## src/rtl/pc_sequencer.sv

```systemverilog
// Fetch-address sequencer: boots from RESET_PC, steps the PC on each accepted
// fetch, redirects on taken branches and stops on HALT. Define PC_BRANCH_STATS_EN
// to add the o_taken_count output (saturating count of taken redirects).
module pc_sequencer #(
    parameter int PC_WIDTH = 10,
    parameter int RESET_PC = 0
) (
    input  logic                i_clk,
    input  logic                i_rst_n,
    input  logic                i_stall,
    input  logic                i_branch_valid,
    input  logic                i_condition_met,
    input  logic [PC_WIDTH-1:0] i_branch_target,
    input  logic                i_halt,
    input  logic                i_imem_ready,
    output logic                o_imem_req,
    output logic [PC_WIDTH-1:0] o_pc,
    output logic [PC_WIDTH-1:0] o_pc_plus1,
    output logic                o_flush,
    output logic                o_halted
`ifdef PC_BRANCH_STATS_EN
    ,
    output logic [15:0]         o_taken_count
`endif
);

    typedef enum logic [1:0] {
        IDLE     = 2'd0,
        FETCH    = 2'd1,
        REDIRECT = 2'd2,
        HALT     = 2'd3
    } state_t;

    localparam logic [PC_WIDTH-1:0] PC_RST = PC_WIDTH'(RESET_PC);
    localparam logic [PC_WIDTH-1:0] PC_ONE = {{(PC_WIDTH-1){1'b0}}, 1'b1};

    state_t              state;
    logic [PC_WIDTH-1:0] pc_q;
    logic                taken;
    logic                accept;

    assign taken      = i_branch_valid & i_condition_met;
    assign o_imem_req = (state == FETCH) & ~i_stall;
    assign accept     = o_imem_req & i_imem_ready;
    assign o_pc       = pc_q;
    assign o_pc_plus1 = pc_q + PC_ONE;

    // Halt outranks a taken branch, which outranks stall and the handshake.
    always_ff @(posedge i_clk or negedge i_rst_n) begin
        if (!i_rst_n) begin
            state    <= IDLE;
            pc_q     <= PC_RST;
            o_flush  <= 1'b0;
            o_halted <= 1'b0;
        end else begin
            case (state)
                IDLE: begin
                    state   <= FETCH;
                    o_flush <= 1'b0;
                end
                FETCH: begin
                    if (i_halt) begin
                        state    <= HALT;
                        o_halted <= 1'b1;
                    end else if (taken) begin
                        pc_q    <= i_branch_target;
                        o_flush <= 1'b1;
                        state   <= REDIRECT;
                    end else if (accept) begin
                        pc_q <= o_pc_plus1;
                    end
                end
                REDIRECT: begin
                    o_flush <= 1'b0;
                    state   <= FETCH;
                end
                HALT: begin
                    o_halted <= 1'b1;
                end
                default: begin
                    state <= IDLE;
                end
            endcase
        end
    end

`ifdef PC_BRANCH_STATS_EN
    function automatic logic [15:0] sat_inc16(input logic [15:0] v);
        return (v == 16'hFFFF) ? v : v + 16'd1;
    endfunction

    always_ff @(posedge i_clk or negedge i_rst_n) begin
        if (!i_rst_n) begin
            o_taken_count <= 16'd0;
        end else if ((state == FETCH) && !i_halt && taken) begin
            o_taken_count <= sat_inc16(o_taken_count);
        end
    end
`endif

endmodule

```

## config.mk

```make
export PLATFORM = sky130hd
export DESIGN_NAME = pc_sequencer
export DESIGN_NICKNAME = d
export VERILOG_FILES = /design/src/rtl/pc_sequencer.sv
export SDC_FILE = /design/constraint.sdc
export NUM_CORES = 1
export LEC_CHECK = 0
export CORE_MARGIN = 2
export CORE_UTILIZATION = 36
export DETAILED_ROUTE_END_ITERATION = 6
export PLACE_DENSITY = 0.75
export SYNTH_ARGS = -nofsm -noshare
export SYNTH_HDL_FRONTEND = slang
export SYNTH_SLANG_ARGS = --single-unit
export TNS_END_PERCENT = 5
```

## constraint.sdc

```tcl
create_clock -name i_clk -period 1.4 [get_ports i_clk]
set_clock_uncertainty 0.2 [all_clocks]
set_input_delay 0.21 -clock i_clk [delete_from_list [all_inputs] [get_ports i_clk]]
set_output_delay 0.21 -clock i_clk [all_outputs]
set_load 0.01 [all_outputs]
```

# ---- Yosys cells after proc, flatten, opt, wreduce, memory -nomap -nowiden
# Index checks and enable logic that the tools add are counted.
dict set report classes {
  add_sub_neg 1
  n_eq_ne 7
  n_mux 10
  bitwise 5
  n_reduce_logical 9
}
# cell n
set ops {}
lappend ops {{$mux W10} 2}
lappend ops {{$add A10 B1 Y10 const B} 1}
lappend ops {{$ne A2 B2 Y1 const B} 3}
lappend ops {{$reduce_and A3 Y1} 2}
lappend ops {{$reduce_bool A2 Y1} 3}
lappend ops {{$eq A2 B2 Y1 const B} 2}
lappend ops {{$mux W2} 2}
lappend ops {{$pmux W1 S2} 2}
lappend ops {{$pmux W2 S2} 1}
lappend ops {{$reduce_and A2 Y1} 2}
lappend ops {{$and A1 B1 Y1} 3}
lappend ops {{$mux W1} 3}
lappend ops {{$ne A3 B3 Y1 const B} 1}
lappend ops {{$eq A2 B1 Y1 const B} 1}
lappend ops {{$logic_not A2 Y1} 1}
lappend ops {{$not A1 Y1} 2}
lappend ops {{$reduce_or A2 Y1} 1}
dict set report totals {
  reg_bits 14
  in_bits 17
  out_inout_bits 23
  wordCells 36
}

# ---- Longest topological paths before layout
# Gate-level depths: netlist of run 1.
dict set report depth {
  word_depth 5
  depth_mapped 5
  depth_no_buf 5
}

# ---- Least setup slack after synthesis of run 1
# OpenSTA, ideal clock, no wires.
dict set report synth_timing {
  path_type {reg2reg}
  startpoint {register pc_q[0] (netlist: o_pc[0])}
  endpoint {register pc_q[4] (netlist: o_pc[4])}
  setup_ns 0.076
  arrival_ns 1.311
  t_required_ns 1.124
  slack_ns -0.187
  path_stages_with_launch 6
  n_path_buf 0
  synth_period_minus_slack_ns 1.587
  cell_sequence {dfrtp_1 -> ha_1 -> nand3_1 -> xnor2_1 -> mux2i_1 -> o21ai_1}
}
dict set report synth_between {
  elab_chain_cells 3
}
# item line
set synth_rtl {}
lappend synth_rtl {{from (decl)} 38} ;# logic [PC_WIDTH-1:0] pc_q;
lappend synth_rtl {{from (signal assigned)} 66} ;# pc_q <= i_branch_target;
lappend synth_rtl {{from (signal assigned)} 70} ;# pc_q <= o_pc_plus1;
lappend synth_rtl {{$add A10 B1 Y10} 46} ;# assign o_pc_plus1 = pc_q + PC_ONE;
lappend synth_rtl {{net o_pc_plus1[4]} 18} ;# output logic [PC_WIDTH-1:0] o_pc_plus1,
lappend synth_rtl {{$mux W10} 69} ;# end else if (accept) begin
lappend synth_rtl {{$mux W10} 65} ;# end else if (taken) begin
# The timed path passes the listed nets, and every way through them passes these cells. The select of a mux whose other input is x is not followed.
# A chain may end at the register's enable or synchronous reset.

# ---- Final worst setup path of run 1
dict set report layout_timing {
  startpoint {register pc_q[1] (netlist: o_pc[1])}
  endpoint {output port o_pc_plus1[8]}
}
dict set report layout_between {
  elab_chain_cells 1
}
# item line
set layout_rtl {}
lappend layout_rtl {{$add A10 B1 Y10} 46}
lappend layout_rtl {{to (decl)} 18}
# Every way passes these cells.

==> impl_metrics.env, run 1 <==
export IMPL_total_power_mw=1.36
export IMPL_antenna_found_initial=0
export IMPL_core_area_sq_um=2210
export IMPL_areaGrowthSynthToFinish_pct=102
export IMPL_worstPathArrival_ns=1.47
export IMPL_cts_inserted_buffers=3
export IMPL_finalWorstSetupSlack_ns=-0.478
export IMPL_slowest_stage="dfrtp_2"
export IMPL_clock_sinks=14
export IMPL_htree_levels=1
export IMPL_first_iter_violations=11
export IMPL_die_area_sq_um=2760
export IMPL_status="finished, violations left"
export IMPL_worstPathMaxFanout=4
export IMPL_place_ws_ns=-0.570
export IMPL_grt_pass1_vias=1004
export IMPL_drive_above_1_share=0.553
export IMPL_clk_pin_slew_ns=0.09
export IMPL_initial_core_util=0.383
export IMPL_wl_per_cell_um=16.1
export IMPL_power_density_nw_per_um2=796
export IMPL_multi_input_area_sq_um=596
export IMPL_synth_seq_cells=14
export IMPL_fill_cells=146
export IMPL_syn_cell_area_sq_um=848
export IMPL_syn_nets=106
export IMPL_vias=1001
export IMPL_via_per_inst=5.30
export IMPL_final_common_cell="buf_6"
export IMPL_synthTopCellsByArea="dfrtp_1 (41%), xnor2_1 (6.2%), mux2i_1 (4.7%)"
export IMPL_hold_viol_final=0
export IMPL_grt_usage=0.240
export IMPL_clk_insertion_delay_late_ns=0.29
export IMPL_regArea_sq_um=359
export IMPL_r2r_worst_path_cells=7
export IMPL_synth_top_area_share=0.413
export IMPL_rrSetupSlack_ns=-0.18
export IMPL_peakVddDrop_uv=699
export IMPL_timing_rr_end="o_pc[9]"
export IMPL_setup_tns_ns=-5.08
export IMPL_synth_cells=88
export IMPL_die_h_um=52.5
export IMPL_cp_cell_sequence="ha_4 > nand3_1 > nor2_2 > xnor2_2 > buf_2"
export IMPL_ant_nets=0
export IMPL_tritoncts="done"
export IMPL_fin_nets=180
export IMPL_ys_warn_count=0
export IMPL_maxSlewHeadroom=0.834
export IMPL_worst_slew_pin_slew_ns=0.245
export IMPL_port_buffers=39
export IMPL_crit_path_max_incr_delay_ns=0.42
export IMPL_postSynthAreaPerCell_sq_um=9.64
export IMPL_drc=0
export IMPL_first_pass_iters=4
export IMPL_grt_pass1_wl_um=4840
export IMPL_routed_wl_um=3050
export IMPL_worstSetupStartpointType="register"
export IMPL_setup_viol=28
export IMPL_clk_path_buf_depth=2
export IMPL_pin_count=40
export IMPL_drv_slew=0
export IMPL_synth_largest_area_cell="dfrtp_1"
export IMPL_timing_rr_start="o_pc[1]"
export IMPL_final_cell_mix="buf_6 (27), buf_4 (17), clkdlybuf4s50_1 (16)"
export IMPL_end_kind="output pin"
export IMPL_p_leak_nw=0.720
export IMPL_overflow=0
export IMPL_drv_cap=0
export IMPL_crit_required_ns=0.99
export IMPL_post_route_period_util=1.34
export IMPL_failed_checks="setup timing"
export IMPL_dpl_hpwl_um=2000
export IMPL_worstSetupPathType="register to output pin"
export IMPL_rsz0062_at_grt="true"
export IMPL_finalCriticalPeriod_ns=1.88
export IMPL_synth_cell_types=32
export IMPL_fmax_mhz=532
export IMPL_grt_max_degree=15
export IMPL_rows=17
export IMPL_place_gp_congestion=0.788
export IMPL_antennaDiodeCount=0
export IMPL_hold_path_class="primary input to async pin"
export IMPL_ys_seq_area_frac=0.413
export IMPL_die_w_um=52.5
export IMPL_clockRootBuffer="clkbuf_4"
export IMPL_hold_buffers=0
==> critical path: cells and delay by family (launching register included) <==
| family | cells | cell delay [ns] |
|---|---|---|
| buffers and inverters | 1 | 0.17 |
| XOR/XNOR | 1 | 0.15 |
| adder cells (fa/ha/maj) | 1 | 0.16 |
| flip-flops | 1 | 0.42 |
| AND/OR/NAND/NOR | 2 | 0.28 |
==> cell usage after synthesis <==
| master | count |
|---|---|
| nor2_4 | 1 |
| nand4_1 | 4 |
| o2bb2ai_1 | 1 |
| or3_1 | 1 |
| o211ai_2 | 1 |
| nand3_1 | 4 |
| a31o_1 | 3 |
| o211a_1 | 1 |
| and2_1 | 1 |
| mux2i_1 | 4 |
| nor2_2 | 2 |
| inv_1 | 4 |
| xor2_1 | 2 |
| o21ai_0 | 6 |
| buf_2 | 3 |
| nor2_1 | 1 |
| dfrtp_1 | 14 |
| o21ai_1 | 4 |
| nand2_1 | 10 |
| nand2b_1 | 1 |
| a21boi_0 | 2 |
| nand3_4 | 1 |
| a21oi_1 | 2 |
| nor2b_1 | 1 |
| nor3_2 | 1 |
| nor3b_1 | 1 |
| nand4_2 | 1 |
| o311ai_1 | 1 |
| o211ai_1 | 2 |
| xnor2_1 | 6 |
| nor4_1 | 1 |
| ha_1 | 1 |
==> cell families (layout without fill, tap and decap cells) <==
group / after synthesis / in the layout / share of synthesized area
compound gates: 23 / 23 / 0.184
buf+inv: 7 / 80 / 0.0354
fa+ha+maj: 1 / 1 / 0.0147
mux: 4 / 4 / 0.0472
simple gates: 31 / 31 / 0.223
flops: 14 / 14 / 0.413
xor+xnor: 8 / 8 / 0.0826
==> power breakdown <==
part / switching [mW] / internal [mW]
registers: 0.0444 / 0.439
logic: 0.231 / 0.339
clock network: 0.149 / 0.159
total: 0.425 / 0.936
==> final cells by class <==
cell class | count | area share
timing repair buffer | 72 | 0.390
multi-input combinational | 67 | 0.348
sequential | 14 | 0.210
clock buffer | 4 | 0.0212
tap | 28 | 0.0205
inverter | 4 | 0.0102
==> per-layer routing <==
layer  wire length [um]  track usage
met1               1310        0.301
met2               1560        0.413
met3                105       0.0371
met4                 71       0.0855
met5                  0            0
==> sequential cells by signal, indices dropped and copies added (netlist names) <==
name      cells
state         2
o_pc         10
o_flush       1
o_halted      1
==> repair_timing <==
| action | in CTS | in global routing |
|---|---|---|
| pin swaps | 6 | 10 |
| resized for setup | 113 | 14 |
| buffers inserted | 5 | 2 |
| endpoints found under the setup margin | 33 | 32 |
==> worst max path at each step <==
stage / start / to / depth (start not counted)
finish: o_pc[1] / o_pc_plus1[8] / 5
global route: o_pc[1] / o_pc_plus1[9] / 6
CTS: o_pc[1] / o_pc_plus1[6] / 5
detailed placement: o_pc[0] / o_pc_plus1[8] / 5
global placement: o_pc[0] / o_pc_plus1[6] / 5
floorplan: o_pc[0] / o_pc[6] / 5
==> per-stage QoR <==
step	std cells	utilization	hold slack, ns	cell area [sq um]
global placement	178	0.684	0.251	1510
finish	189	0.773	0.0274	1710
CTS	187	0.749	0.0342	1660
floorplan	88	-	-0.286	908
detailed placement	178	0.684	0.256	1510
global route	189	0.773	0.0498	1710
Power figures use the tool's default switching activity.
==> inputs of run 2 (changes only) <==
Settings changed: GPL_TIMING_DRIVEN from default to 0.
==> impl_metrics.env, run 2 (synthesis gave the netlist of run 1 again) <==
export IMPL_fill_cells=168
export IMPL_wl_per_cell_um=15.4
export IMPL_die_h_um=52.5
export IMPL_power_density_nw_per_um2=809
export IMPL_core_area_sq_um=2210
export IMPL_fin_nets=165
export IMPL_rsz0062_at_grt="true"
export IMPL_die_area_sq_um=2760
export IMPL_cp_cell_sequence="buf_6 > nand3_4 > nor2_4 > nand3_2 > xnor2_2 > buf_2"
export IMPL_end_kind="output pin"
export IMPL_status="finished, violations left"
export IMPL_slowest_stage="dfrtp_2"
export IMPL_clk_insertion_delay_late_ns=0.29
export IMPL_areaGrowthSynthToFinish_pct=81.7
export IMPL_worst_slew_pin_slew_ns=0.651
export IMPL_drv_slew=0
export IMPL_final_cell_mix="buf_6 (18), clkdlybuf4s50_1 (16), nand2_1 (9), buf_2 (9), dfrtp_1 (8)"
export IMPL_crit_required_ns=0.99
export IMPL_grt_pass1_wl_um=4170
export IMPL_post_route_period_util=1.37
export IMPL_fmax_mhz=521
export IMPL_vias=912
export IMPL_port_buffers=39
export IMPL_grt_usage=0.208
export IMPL_clock_sinks=14
export IMPL_drc=0
export IMPL_clk_path_buf_depth=2
export IMPL_via_per_inst=5.24
export IMPL_routed_wl_um=2680
export IMPL_p_leak_nw=0.624
export IMPL_worstSetupStartpointType="register"
export IMPL_grt_pass1_vias=949
export IMPL_worstPathMaxFanout=4
export IMPL_whs_ns=0.111
export IMPL_clk_pin_slew_ns=0.09
export IMPL_dpl_hpwl_um=1640
export IMPL_hold_path_class="primary input to async pin"
export IMPL_antenna_found_initial=0
export IMPL_overflow=0
export IMPL_crit_path_max_incr_delay_ns=0.41
export IMPL_peakVddDrop_uv=619
export IMPL_pin_count=40
export IMPL_worstSetupPathType="register to output pin"
export IMPL_clockRootBuffer="clkbuf_4"
export IMPL_cts_inserted_buffers=3
export IMPL_place_ws_ns=-0.612
export IMPL_first_iter_violations=11
export IMPL_maxSlewHeadroom=0.565
export IMPL_failed_checks="setup timing"
export IMPL_largest_reg_flops=10
export IMPL_setup_viol=22
export IMPL_tritoncts="done"
export IMPL_antennaDiodeCount=0
export IMPL_htree_levels=1
export IMPL_grt_max_degree=15
export IMPL_total_power_mw=1.25
export IMPL_die_w_um=52.5
export IMPL_final_common_cell="buf_6"
export IMPL_finalCriticalPeriod_ns=1.92
export IMPL_finalWorstSetupSlack_ns=-0.521
export IMPL_place_gp_congestion=0.760
export IMPL_ant_nets=0
export IMPL_hold_viol_final=0
export IMPL_worstPathArrival_ns=1.51
export IMPL_first_pass_iters=4
export IMPL_drive_above_1_share=0.473
export IMPL_initial_core_util=0.383
export IMPL_drv_cap=0
export IMPL_rows=17
-- run 2: timing repair --
action / CTS / global route
gates resized for setup: 105 / 10
setup endpoints to repair: 33 / 31
hold buffers: 0 / 0
buffers inserted: 13 / 2
pin swaps: 8 / 4
-- run 2: worst max-delay path, delay by kind of cell, from the launching register on --
kind,cells,cell delay (ns)
xor gates and xnor gates,1,0.14
DFF,1,0.41
and+or+nand+nor,3,0.40
buffers and inverters,2,0.26
-- run 2: final timing paths --
kind                          start             to  slack [ns]  cells past startpoint
hold reg to reg            o_halted       o_halted        0.27                      1
setup reg to reg            o_pc[0]        o_pc[9]       -0.27                      6
min in group i_clk         o_halted       o_halted        0.27                      1
setup / recovery            o_pc[0]  o_pc_plus1[9]       -0.52                      6
max in group asynchronous   i_rst_n        o_pc[7]        0.43                      1
hold / removal              i_rst_n        o_flush        0.11                      1
-- run 2: per-stage QoR --
step	setup TNS, ns	instances	cell area, sq um	utilization
3_3_place_gp	-8.38	155	1330	0.603
2_1_floorplan	-0.268	88	908	-
3_5_place_dp	-8.91	155	1330	0.603
6_report	-5.24	174	1540	0.697
5_1_grt	-6.94	174	1540	0.697
4_1_cts	-4.73	172	1520	0.689
-- run 2: layout make-up --
type / count / area, sq um / area share
well taps: 28 / 35.0 / 0.0227
multi-input cells: 67 / 567 / 0.368
flip-flops and latches: 14 / 358 / 0.232
repair buffers: 54 / 498 / 0.323
inverters: 4 / 17.5 / 0.0114
plain buffers: 3 / 30.0 / 0.0195
clock buffers: 4 / 36.3 / 0.0235
-- run 2: per-layer routing --
metal | global-route usage | share of wire
met4 | 0.0855 | 0.018
met3 | 0.0486 | 0.053
met1 | 0.238 | 0.38
met2 | 0.367 | 0.55
met5 | 0 | 0
-- run 2: where the power goes --
group | internal, mW | leakage [nW] | switching [mW]
Sequential | 0.438 | 0.146 | 0.0471
Combinational | 0.264 | 0.456 | 0.193
Clock | 0.159 | 0.0210 | 0.147
